[config.mk]
export PLATFORM = sky130hd
export DESIGN_NAME = odo_job_ctrl
export DESIGN_NICKNAME = d
export VERILOG_FILES = /design/src/rtl/odo_job_ctrl.sv
export SDC_FILE = /design/constraint.sdc
export NUM_CORES = 2
export LEC_CHECK = 0
export CORE_AREA = 4 4 719 721
export DETAILED_ROUTE_END_ITERATION = 10
export DIE_AREA = 0 0 723 725
export GPL_TIMING_DRIVEN = 0
export PLACE_DENSITY = 0.3
export SYNTH_ARGS = -nofsm -noshare
export SYNTH_HDL_FRONTEND = slang
export SYNTH_SLANG_ARGS = --single-unit
[constraint.sdc]
create_clock -name clk -period 4.7 [get_ports clk]
set_input_delay 0.47 -clock clk [delete_from_list [all_inputs] [get_ports clk]]
set_output_delay 0.47 -clock clk [all_outputs]
set_load 0.01 [all_outputs]
[src/rtl/odo_job_ctrl.sv]
// odo_job_ctrl: job sequencer in front of the Odocrypt/Keccak miner datapath.
// Latches a host job, restarts the miner with a guaranteed low gap on
// start_hash, counts fed nonces, drains the pipeline and collects winning
// nonces, tagged with their job id, into a small show-ahead FIFO.
// Optional build macro: ODO_JOB_PREEMPT_EN -- a new job may be accepted in any
// state and restarts the miner at once; by default jobs wait for IDLE.
module odo_job_ctrl #(
  parameter int THROUGHPUT  = 4,
  parameter int PIPE_LAT    = 208,
  parameter int RESTART_GAP = 2,
  parameter int FIFO_DEPTH  = 4,
  parameter int ID_W        = 8
) (
  input  logic            clk,
  input  logic            rst_n,
  input  logic            job_valid,
  output logic            job_ready,
  input  logic [607:0]    job_header,
  input  logic [255:0]    job_target,
  input  logic [ID_W-1:0] job_id,
  input  logic [31:0]     nonce_limit,
  input  logic            abort,
  output logic [607:0]    header,
  output logic [255:0]    target,
  output logic            start_hash,
  input  logic            miner_res,
  input  logic [31:0]     miner_nonce,
  output logic            res_valid,
  input  logic            res_ready,
  output logic [31:0]     res_nonce,
  output logic [ID_W-1:0] res_id,
  output logic            job_done,
  output logic            overflow,
  output logic            busy
);

  localparam int GAP_W = $clog2(RESTART_GAP + 1);
  localparam int LAT_W = $clog2(PIPE_LAT + 1);
  localparam int DIV_W = (THROUGHPUT > 1) ? $clog2(THROUGHPUT) : 1;
  localparam int PTR_W = $clog2(FIFO_DEPTH);
  localparam int ENT_W = ID_W + 32;

  typedef enum logic [1:0] {IDLE, GAP, RUN, DRAIN} state_t;

  state_t            state_q, state_d;
  logic [GAP_W-1:0]  gap_cnt_q, gap_cnt_d;
  logic [LAT_W-1:0]  drain_cnt_q, drain_cnt_d;
  logic [LAT_W-1:0]  settle_q, settle_d;
  logic [DIV_W-1:0]  div_q, div_d;
  logic [31:0]       fed_q, fed_d;
  logic [31:0]       limit_q, limit_d;
  logic [ID_W-1:0]   id_q, id_d;
  logic [607:0]      header_q, header_d;
  logic [255:0]      target_q, target_d;
  logic              start_hash_q, start_hash_d;
  logic              job_done_q, job_done_d;
  logic              overflow_q, overflow_d;
  logic              res_d_q, res_d_d;

  logic [PTR_W-1:0]  wr_ptr_q, wr_ptr_d;
  logic [PTR_W-1:0]  rd_ptr_q, rd_ptr_d;
  logic [PTR_W:0]    count_q, count_d;
  logic [ENT_W-1:0]  fifo_mem [FIFO_DEPTH];

  logic              job_accept;
  logic              settled;
  logic              fifo_full;
  logic              push_req;
  logic              push;
  logic              pop;
  logic              push_drop;
  logic [31:0]       fed_inc;
  logic              div_wrap;

`ifdef ODO_JOB_PREEMPT_EN
  assign job_ready = 1'b1;
`else
  assign job_ready = (state_q == IDLE);
`endif

  assign job_accept = job_valid && job_ready;
  assign settled    = (settle_q == LAT_W'(PIPE_LAT));
  assign div_wrap   = (div_q == DIV_W'(THROUGHPUT - 1));
  assign fed_inc    = div_wrap ? fed_q + 32'd1 : fed_q;

  // Results before the settle counter saturates belong to the previous job.
  assign push_req  = res_d_q && ((state_q == RUN) || (state_q == DRAIN)) && settled;
  assign fifo_full = (count_q == (PTR_W + 1)'(FIFO_DEPTH));
  assign pop       = res_valid && res_ready;
  assign push      = push_req && (!fifo_full || pop);
  assign push_drop = push_req && fifo_full && !pop;

  assign header     = header_q;
  assign target     = target_q;
  assign start_hash = start_hash_q;
  assign job_done   = job_done_q;
  assign overflow   = overflow_q;
  assign busy       = (state_q != IDLE);
  assign res_valid  = (count_q != '0);
  assign res_nonce  = fifo_mem[rd_ptr_q][31:0];
  assign res_id     = fifo_mem[rd_ptr_q][ENT_W-1:32];

  // Sequencer next-state: gap, run/divide, drain, and job latching.
  always_comb begin
    state_d      = state_q;
    gap_cnt_d    = gap_cnt_q;
    drain_cnt_d  = drain_cnt_q;
    div_d        = div_q;
    fed_d        = fed_q;
    limit_d      = limit_q;
    id_d         = id_q;
    header_d     = header_q;
    target_d     = target_q;
    start_hash_d = start_hash_q;
    overflow_d   = overflow_q;
    job_done_d   = 1'b0;
    res_d_d      = miner_res;
    settle_d     = settled ? settle_q : settle_q + LAT_W'(1);

    case (state_q)
      IDLE: begin
        start_hash_d = 1'b0;
      end
      GAP: begin
        start_hash_d = 1'b0;
        if (gap_cnt_q == '0) begin
          state_d      = RUN;
          start_hash_d = 1'b1;
          settle_d     = '0;
          div_d        = '0;
          fed_d        = '0;
        end else begin
          gap_cnt_d = gap_cnt_q - GAP_W'(1);
        end
      end
      RUN: begin
        start_hash_d = 1'b1;
        div_d        = div_wrap ? '0 : div_q + DIV_W'(1);
        fed_d        = fed_inc;
        if (abort || ((limit_q != '0) && (fed_inc == limit_q))) begin
          state_d     = DRAIN;
          // Loaded one short so DRAIN spans exactly PIPE_LAT clocks.
          drain_cnt_d = LAT_W'(PIPE_LAT - 1);
        end
      end
      DRAIN: begin
        if (drain_cnt_q == '0) begin
          state_d      = IDLE;
          start_hash_d = 1'b0;
          job_done_d   = 1'b1;
        end else begin
          drain_cnt_d = drain_cnt_q - LAT_W'(1);
        end
      end
      default: begin
        state_d = IDLE;
      end
    endcase

    if (push_drop) begin
      overflow_d = 1'b1;
    end

    // Accept overrides everything: with preemption this restarts a live job
    // and suppresses its job_done.
    if (job_accept) begin
      header_d     = job_header;
      target_d     = job_target;
      id_d         = job_id;
      limit_d      = nonce_limit;
      overflow_d   = 1'b0;
      state_d      = GAP;
      gap_cnt_d    = GAP_W'(RESTART_GAP);
      start_hash_d = 1'b0;
      job_done_d   = 1'b0;
    end
  end

  // Result FIFO pointer and occupancy bookkeeping.
  always_comb begin
    wr_ptr_d = wr_ptr_q;
    rd_ptr_d = rd_ptr_q;
    count_d  = count_q;
    if (push) begin
      wr_ptr_d = wr_ptr_q + PTR_W'(1);
    end
    if (pop) begin
      rd_ptr_d = rd_ptr_q + PTR_W'(1);
    end
    case ({push, pop})
      2'b10:   count_d = count_q + (PTR_W + 1)'(1);
      2'b01:   count_d = count_q - (PTR_W + 1)'(1);
      default: count_d = count_q;
    endcase
  end

  // Result storage; the slot written on a full push+pop is the one being read out.
  always_ff @(posedge clk) begin
    if (push) begin
      fifo_mem[wr_ptr_q] <= {id_q, miner_nonce};
    end
  end

  // State and control registers; reset drops start_hash and empties the FIFO.
  always_ff @(posedge clk or negedge rst_n) begin
    if (!rst_n) begin
      state_q      <= IDLE;
      gap_cnt_q    <= '0;
      drain_cnt_q  <= '0;
      settle_q     <= '0;
      div_q        <= '0;
      fed_q        <= '0;
      limit_q      <= '0;
      id_q         <= '0;
      header_q     <= '0;
      target_q     <= '0;
      start_hash_q <= 1'b0;
      job_done_q   <= 1'b0;
      overflow_q   <= 1'b0;
      res_d_q      <= 1'b0;
      wr_ptr_q     <= '0;
      rd_ptr_q     <= '0;
      count_q      <= '0;
    end else begin
      state_q      <= state_d;
      gap_cnt_q    <= gap_cnt_d;
      drain_cnt_q  <= drain_cnt_d;
      settle_q     <= settle_d;
      div_q        <= div_d;
      fed_q        <= fed_d;
      limit_q      <= limit_d;
      id_q         <= id_d;
      header_q     <= header_d;
      target_q     <= target_d;
      start_hash_q <= start_hash_d;
      job_done_q   <= job_done_d;
      overflow_q   <= overflow_d;
      res_d_q      <= res_d_d;
      wr_ptr_q     <= wr_ptr_d;
      rd_ptr_q     <= rd_ptr_d;
      count_q      <= count_d;
    end
  end

endmodule

; Word level (Yosys, flattened, before mapping)
; Memories as Yosys holds them, arrays and structs flattened.
; Cells that the tools add are included.
[op_classes]
n_mul = 0
n_mux = 32
n_addsub = 9
shifts = 0
n_bitwise = 0
eq_ne = 16
order_cmp = 0
n_reduce_logical = 29
n_div = 0
[ops]
columns = cell, n
row1 = 2-to-1 mux 32 bit, 2
row2 = one-hot mux 32 bit (2 select lines), 1
row3 = 2-to-1 mux 8 bit, 5
row4 = "adder 32 x 1 -> 32 bit, second input constant", 1
row5 = equality test 32 bit, 1
row6 = nonzero test 32 bit, 1
row7 = 2-to-1 mux 2 bit, 9
row8 = one-hot mux 8 bit (2 select lines), 1
row9 = nonzero test 2 bit, 6
row10 = 2-to-1 mux 1 bit, 10
row11 = "adder 8 x 1 -> 8 bit, second input constant", 1
row12 = "equality test 2 bit, second input constant", 4
row13 = "equality test 8 bit, second input constant", 1
row14 = logical AND 1 bit, 8
row15 = logical NOT 8 bit, 1
row16 = "subtractor 8 x 1 -> 8 bit, second input constant", 1
row17 = "adder 2 x 1 -> 2 bit, second input constant", 3
row18 = "!= test 2 bit, second input constant", 3
row19 = "!= test 3 x 2 -> 1 bit, second input constant", 2
row20 = one-hot mux 2 bit (3 select lines), 1
row21 = one-hot mux 3 bit (2 select lines), 1
row22 = "equality test 2 x 1 -> 1 bit, second input constant", 2
row23 = logical NOT 2 bit, 2
row24 = one-hot mux 1 bit (4 select lines), 1
row25 = other kinds (14), 18
[totals]
register_bits = 969
word_cells = 104
romBits = 0
ram_bits = 160
latchBits = 0
mem_count = 1
[mem_list]
columns = name, words, word_bits, read_ports, rd_clocked_by_memory_dff, wr, line
row1 = fifo_mem, 4, 40, 1, 0, 1, 63  ; logic [ENT_W-1:0] fifo_mem [FIFO_DEPTH];

; Depth between registers and ports, before layout
[depth]
ltp_word = 8
mapped_depth = 11
ltp_nobuf = 10

; Least setup slack after synthesis
; No wires, ideal clock.
[synth_path]
path_kind = flip-flop to flip-flop
startpoint = register settle_q[5]
endpoint = memory fifo_mem[0][0] (netlist bit) (enable)
path_slack_ns = 1.451
setup_time_ns = 0.401
stages_incl_launch_ff = 7
arrival_ns = 2.848
path_cell_list = dfrtp_1 > nand4b_1 > nor4b_1 > nand3b_1 > nor2b_1 > clkbuf_1 > and2_1
[synth_between]
elab_chain_cells = 5
[synth_rtl]
columns = element, line
row1 = "start, declared", 48  ; logic [LAT_W-1:0] settle_q, settle_d;
row2 = "start signal, assigned", 228  ; settle_q <= settle_d;
row3 = equality test 8 bit, 82  ; assign settled = (settle_q == LAT_W'(PIPE_LAT));
row4 = logical AND 1 bit, 87  ; assign push_req = res_d_q && ((state_q == RUN) || (state_q == DRAIN)) && settled;
row5 = logical AND 1 bit, 90  ; assign push = push_req && (!fifo_full || pop);
row6 = 2-to-1 mux 1 bit, 199  ; if (push) begin
row7 = 2-to-1 mux 1 bit (implied by the code), 200  ; fifo_mem[wr_ptr_q] <= {id_q, miner_nonce};
row8 = "end, declared", 63
; No other way between the ends.

; Worst setup path after layout
[layout_path]
startpoint = register rd_ptr_q[0]
endpoint = output port res_nonce[31]
[layout_between]
elab_chain_cells = 1
[layout_rtl]
columns = element, line
row1 = "start, declared", 61  ; logic [PTR_W-1:0] rd_ptr_q, rd_ptr_d;
row2 = "start signal, assigned", 240  ; rd_ptr_q <= rd_ptr_d;
row3 = memory read (4 x 40 bit), --
row4 = "end, declared", 30  ; output logic [31:0] res_nonce,
; No other way between the ends.

==> results by group <==
Outcome
  – Status: completed

Drt
  – DR vias: 42.6k
  – WL per Instance: 30.7 µm
  – # DRC: 0
  – Initial DRT Pass Iterations: 5
  – Vias per cell: between 3 and 4
  – Final wirelength: ~420000 µm
  – Detail Route Antenna Nets: 0
  – Iter 0 DRT Violations: 2208

Finish
  – Synth-to-Final Area Change: 76.1%
  – Total Nets Final: ~7.6k
  – Register area: about 29000 µm²
  – Area of the multi-input gates: 14100 µm²
  – Final Util: 15.2%
  – Ratio of cells with drive above 1 in the final layout: 5.65%
  – # fillers: 57.8k
  – Fin cells: roughly 14k

Setup path
  – Largest stage delay on the critical path: about 0.79 ns
  – CP endpoint kind: output pin
  – Required time worst endpoint: about 4.2 ns
  – Critical path arrival: 3.67 ns
  – CP max-delay cell: clkdlybuf4s50_1
  – Startpoint Class: flop
  – CP top delay family: buffers and inverters
  – Crit-path max FO: 10
  – CP Cell Sequence: clkbuf_1 > buf_1 > mux4_2 > clkdlybuf4s50_1
  – Crit Path Category: reg -> out
  – Crit path buffers/inverters: 3

Yosys
  – Cell accounting for the most synthesized area: dfrtp_1
  – Share of flip-flops with an asynchronous set or reset: between 80% and 90%
  – Main synth FF type: dfrtp_1
  – Xor and xnor area share after synthesis: 1.13%
  – Post-synthesis mux area share: under 10%
  – Syn Area/Cell: between 9 and 10 µm²
  – Most frequent cells after synthesis: nand2_1 (2773), dfrtp_1 (969), clkbuf_1 (203), edfxtp_1 (160), nor2_1 (42)
  – Synth Area in Compound Gates: roughly 2%
  – Synth unique cells: between 70 and 80
  – Post-synth top area share: between 50 and 60%
  – Syn_nets: about 5.6k
  – Yosys reg bits: approximately 1.1k
  – Top cells by area, synth: dfrtp_1 (55%), nand2_1 (24%), edfxtp_1 (11%), mux4_2 (2.0%), clkbuf_1 (1.7%)
  – Number of synthesized flops with an enable pin: 160
  – Synth Area in Simple Gates: 26.1%
  – Top-count cell post-synth: nand2_1
  – Largest family of logic cells by synthesized area: simple AND/OR/NAND/NOR gates
  – Synth Area in Adders: 0.471%
  – Post-Syn Area: between 40000 and 50000 µm²
  – Sequential area share after synthesis: 65.8%
  – Cells after synthesis: about 4.6k
  – Ys Warns: 0

Global routing
  – Initial antenna violation count: 332
  – Vias in the first global route: about 44k
  – First-pass GRT wire length: 522000 µm
  – Total GRT Usage: between 10% and 20%
  – Largest net degree at the start of global routing: between 100 and 150
  – Congestion Overflow GR: 0

Flow run
  – Total of max-cap violations: 0

Clocking
  – Clock sink total: about 1.1k
  – Clock Root Buffer: clkbuf_16
  – CTS tree: built
  – Skew-Pair Late Insertion Delay: around 0.87 ns
  – Max H-tree Level: 4
  – Max Buffers Root-to-Sink: 4
  – Post CTS Setup Buffer Count: 0
  – CTS buffer count: 170
  – Reg clk slew, reported paths: 0.06 ns

Placed design
  – RePlAce Congestion: 0.972
  – Hpwl dp: 363000 µm
  – Dpl cells: roughly 13k
  – IO Port Bufs: between 1.5k and 2k
  – Worst slack, placed: 0.376 ns

Floorplan
  – Initial core utilization: 8.63%
  – Die H: about 730 µm
  – Die Wd: approximately 720 µm
  – Die ar.: roughly 520000 µm²
  – IO Count: 1852
  – Row cnt: around 260
  – Core Region: a little over 500000 µm²

Timing
  – Fmax: around 240 MHz
  – Final Max Slew Viols: 0
  – Fin Clk Skew: 0.0613 ns
  – Worst slew pin tran: approximately 1.2 ns
  – Period utilization: about nine tenths
  – Final hold violations: 0
  – Final Worst Setup Slack: 0.556 ns
  – RSZ-0062 raised after global routing: no
  – # setup viols final: 0
  – Sum of negative setup slack: 0 ns
  – Max_slew headroom: between 10% and 20%
  – Fin crit period: 4.14 ns

Pwr
  – PwrDens: 666 nW/µm²
  – Total Power: ~52000 µW
  – Leakage: around 0.033 µW
  – VDD IR max: around 0.00029 V

Hold path
  – Hold WC Path Type: in -> async
placed cells by master, fill, tap and decap left out, types with 6 or more instances in the layout:
cell type	count
a211oi_1	10
a21oi_1	16
a31oi_1	7
and2_1	12
and3_1	10
buf_1	25
buf_12	6
buf_16	11
buf_2	9
bufinv_16	9
clkbuf_1	220
clkbuf_16	173
clkbuf_2	15
clkbuf_8	37
clkdlybuf4s50_1	1850
clkinv_2	21
clkinvlp_4	8
dfrtp_1	969
diode_2	57
dlygate4sd3_1	28
edfxtp_1	160
ha_1	15
inv_1	22
inv_6	6
mux4_2	40
nand2_1	2772
nand3_1	23
nand4_1	15
nor2_1	42
nor2b_1	8
nor3_1	15
nor4_1	18
o21ai_0	41
o31ai_1	18
xnor2_1	36
xor2_1	18
per-stage QoR:
step	hold slack [ns]	cell area, µm²
after CTS	0.000495	77600
after floorplan	0.174	44100
after detailed placement	0.352	71600
after global placement	0.459	71100
after global routing	0.0396	77600
final	0.127	77700
logic make-up after synthesis:
logic type	count (synthesis)
compound gates	130
xor+xnor	55
fa+ha+maj	16
buf+inv	263
flops	1129
mux	48
simple gates	2957
where the power goes:
part           switching (µW)  internal (µW)
Combinational           12800           9060
Sequential               2920          13600
Clock                    5570           7890
sequential cells by signal (all words and copies together) (netlist names):
signal and count:
job_done 1, state_q 2, fed_q 32, id_q 8, limit_q 32, div_q 2, fifo_mem 160, wr_ptr_q 2
res_d_q 1, rd_ptr_q 2, gap_cnt_q 2, start_hash 1, header 608, overflow 1, settle_q 8, drain_cnt_q 8
target 256, count_q 3
final cells by class:
class / instances / share of cell area (%)
Inverter: 22 / 0.106
Buffer: 241 / 1.22
Antenna cell: 57 / 0.184
Clock buffer: 242 / 6.38
Multi-Input combinational cell: 3206 / 18.1
Clock inverter: 59 / 0.968
Sequential cell: 1129 / 37.4
Tap cell: 6757 / 10.9
Timing Repair Buffer: 1896 / 24.8
timing repair:
item,CTS,global route
hold buffers,28,0
hold endpoints to repair,275,0
resized for setup,0,0
worst paths after layout:
path                                         start  cells past startpoint  slack (ns)                 endpoint
max reg2reg                 state_q[0]$_DFFE_PN0P_                      8        0.56   target[63]$_DFFE_PN0P_
min reg2reg                header[152]$_DFFE_PN0P_                      2        0.47  header[152]$_DFFE_PN0P_
max                        rd_ptr_q[0]$_DFFE_PN0P_                      4        0.56            res_nonce[31]
min                                          rst_n                      2        0.13  target[102]$_DFFE_PN0P_
max in group asynchronous                    rst_n                      5        2.12  header[597]$_DFFE_PN0P_
min in group clk                   job_header[337]                      3        0.13  header[337]$_DFFE_PN0P_
routing by layer:
layer / up-vias / GRT usage [%] / share of wire, %
met2: 1932 / 27.1 / 49
met5: - / 0 / 0.12
li1: 18700 / - / -
met1: 21100 / 18.2 / 40
met4: 84 / 2.50 / 2.3
met3: 785 / 5.50 / 8.4
(Power assumes the default switching activity.)
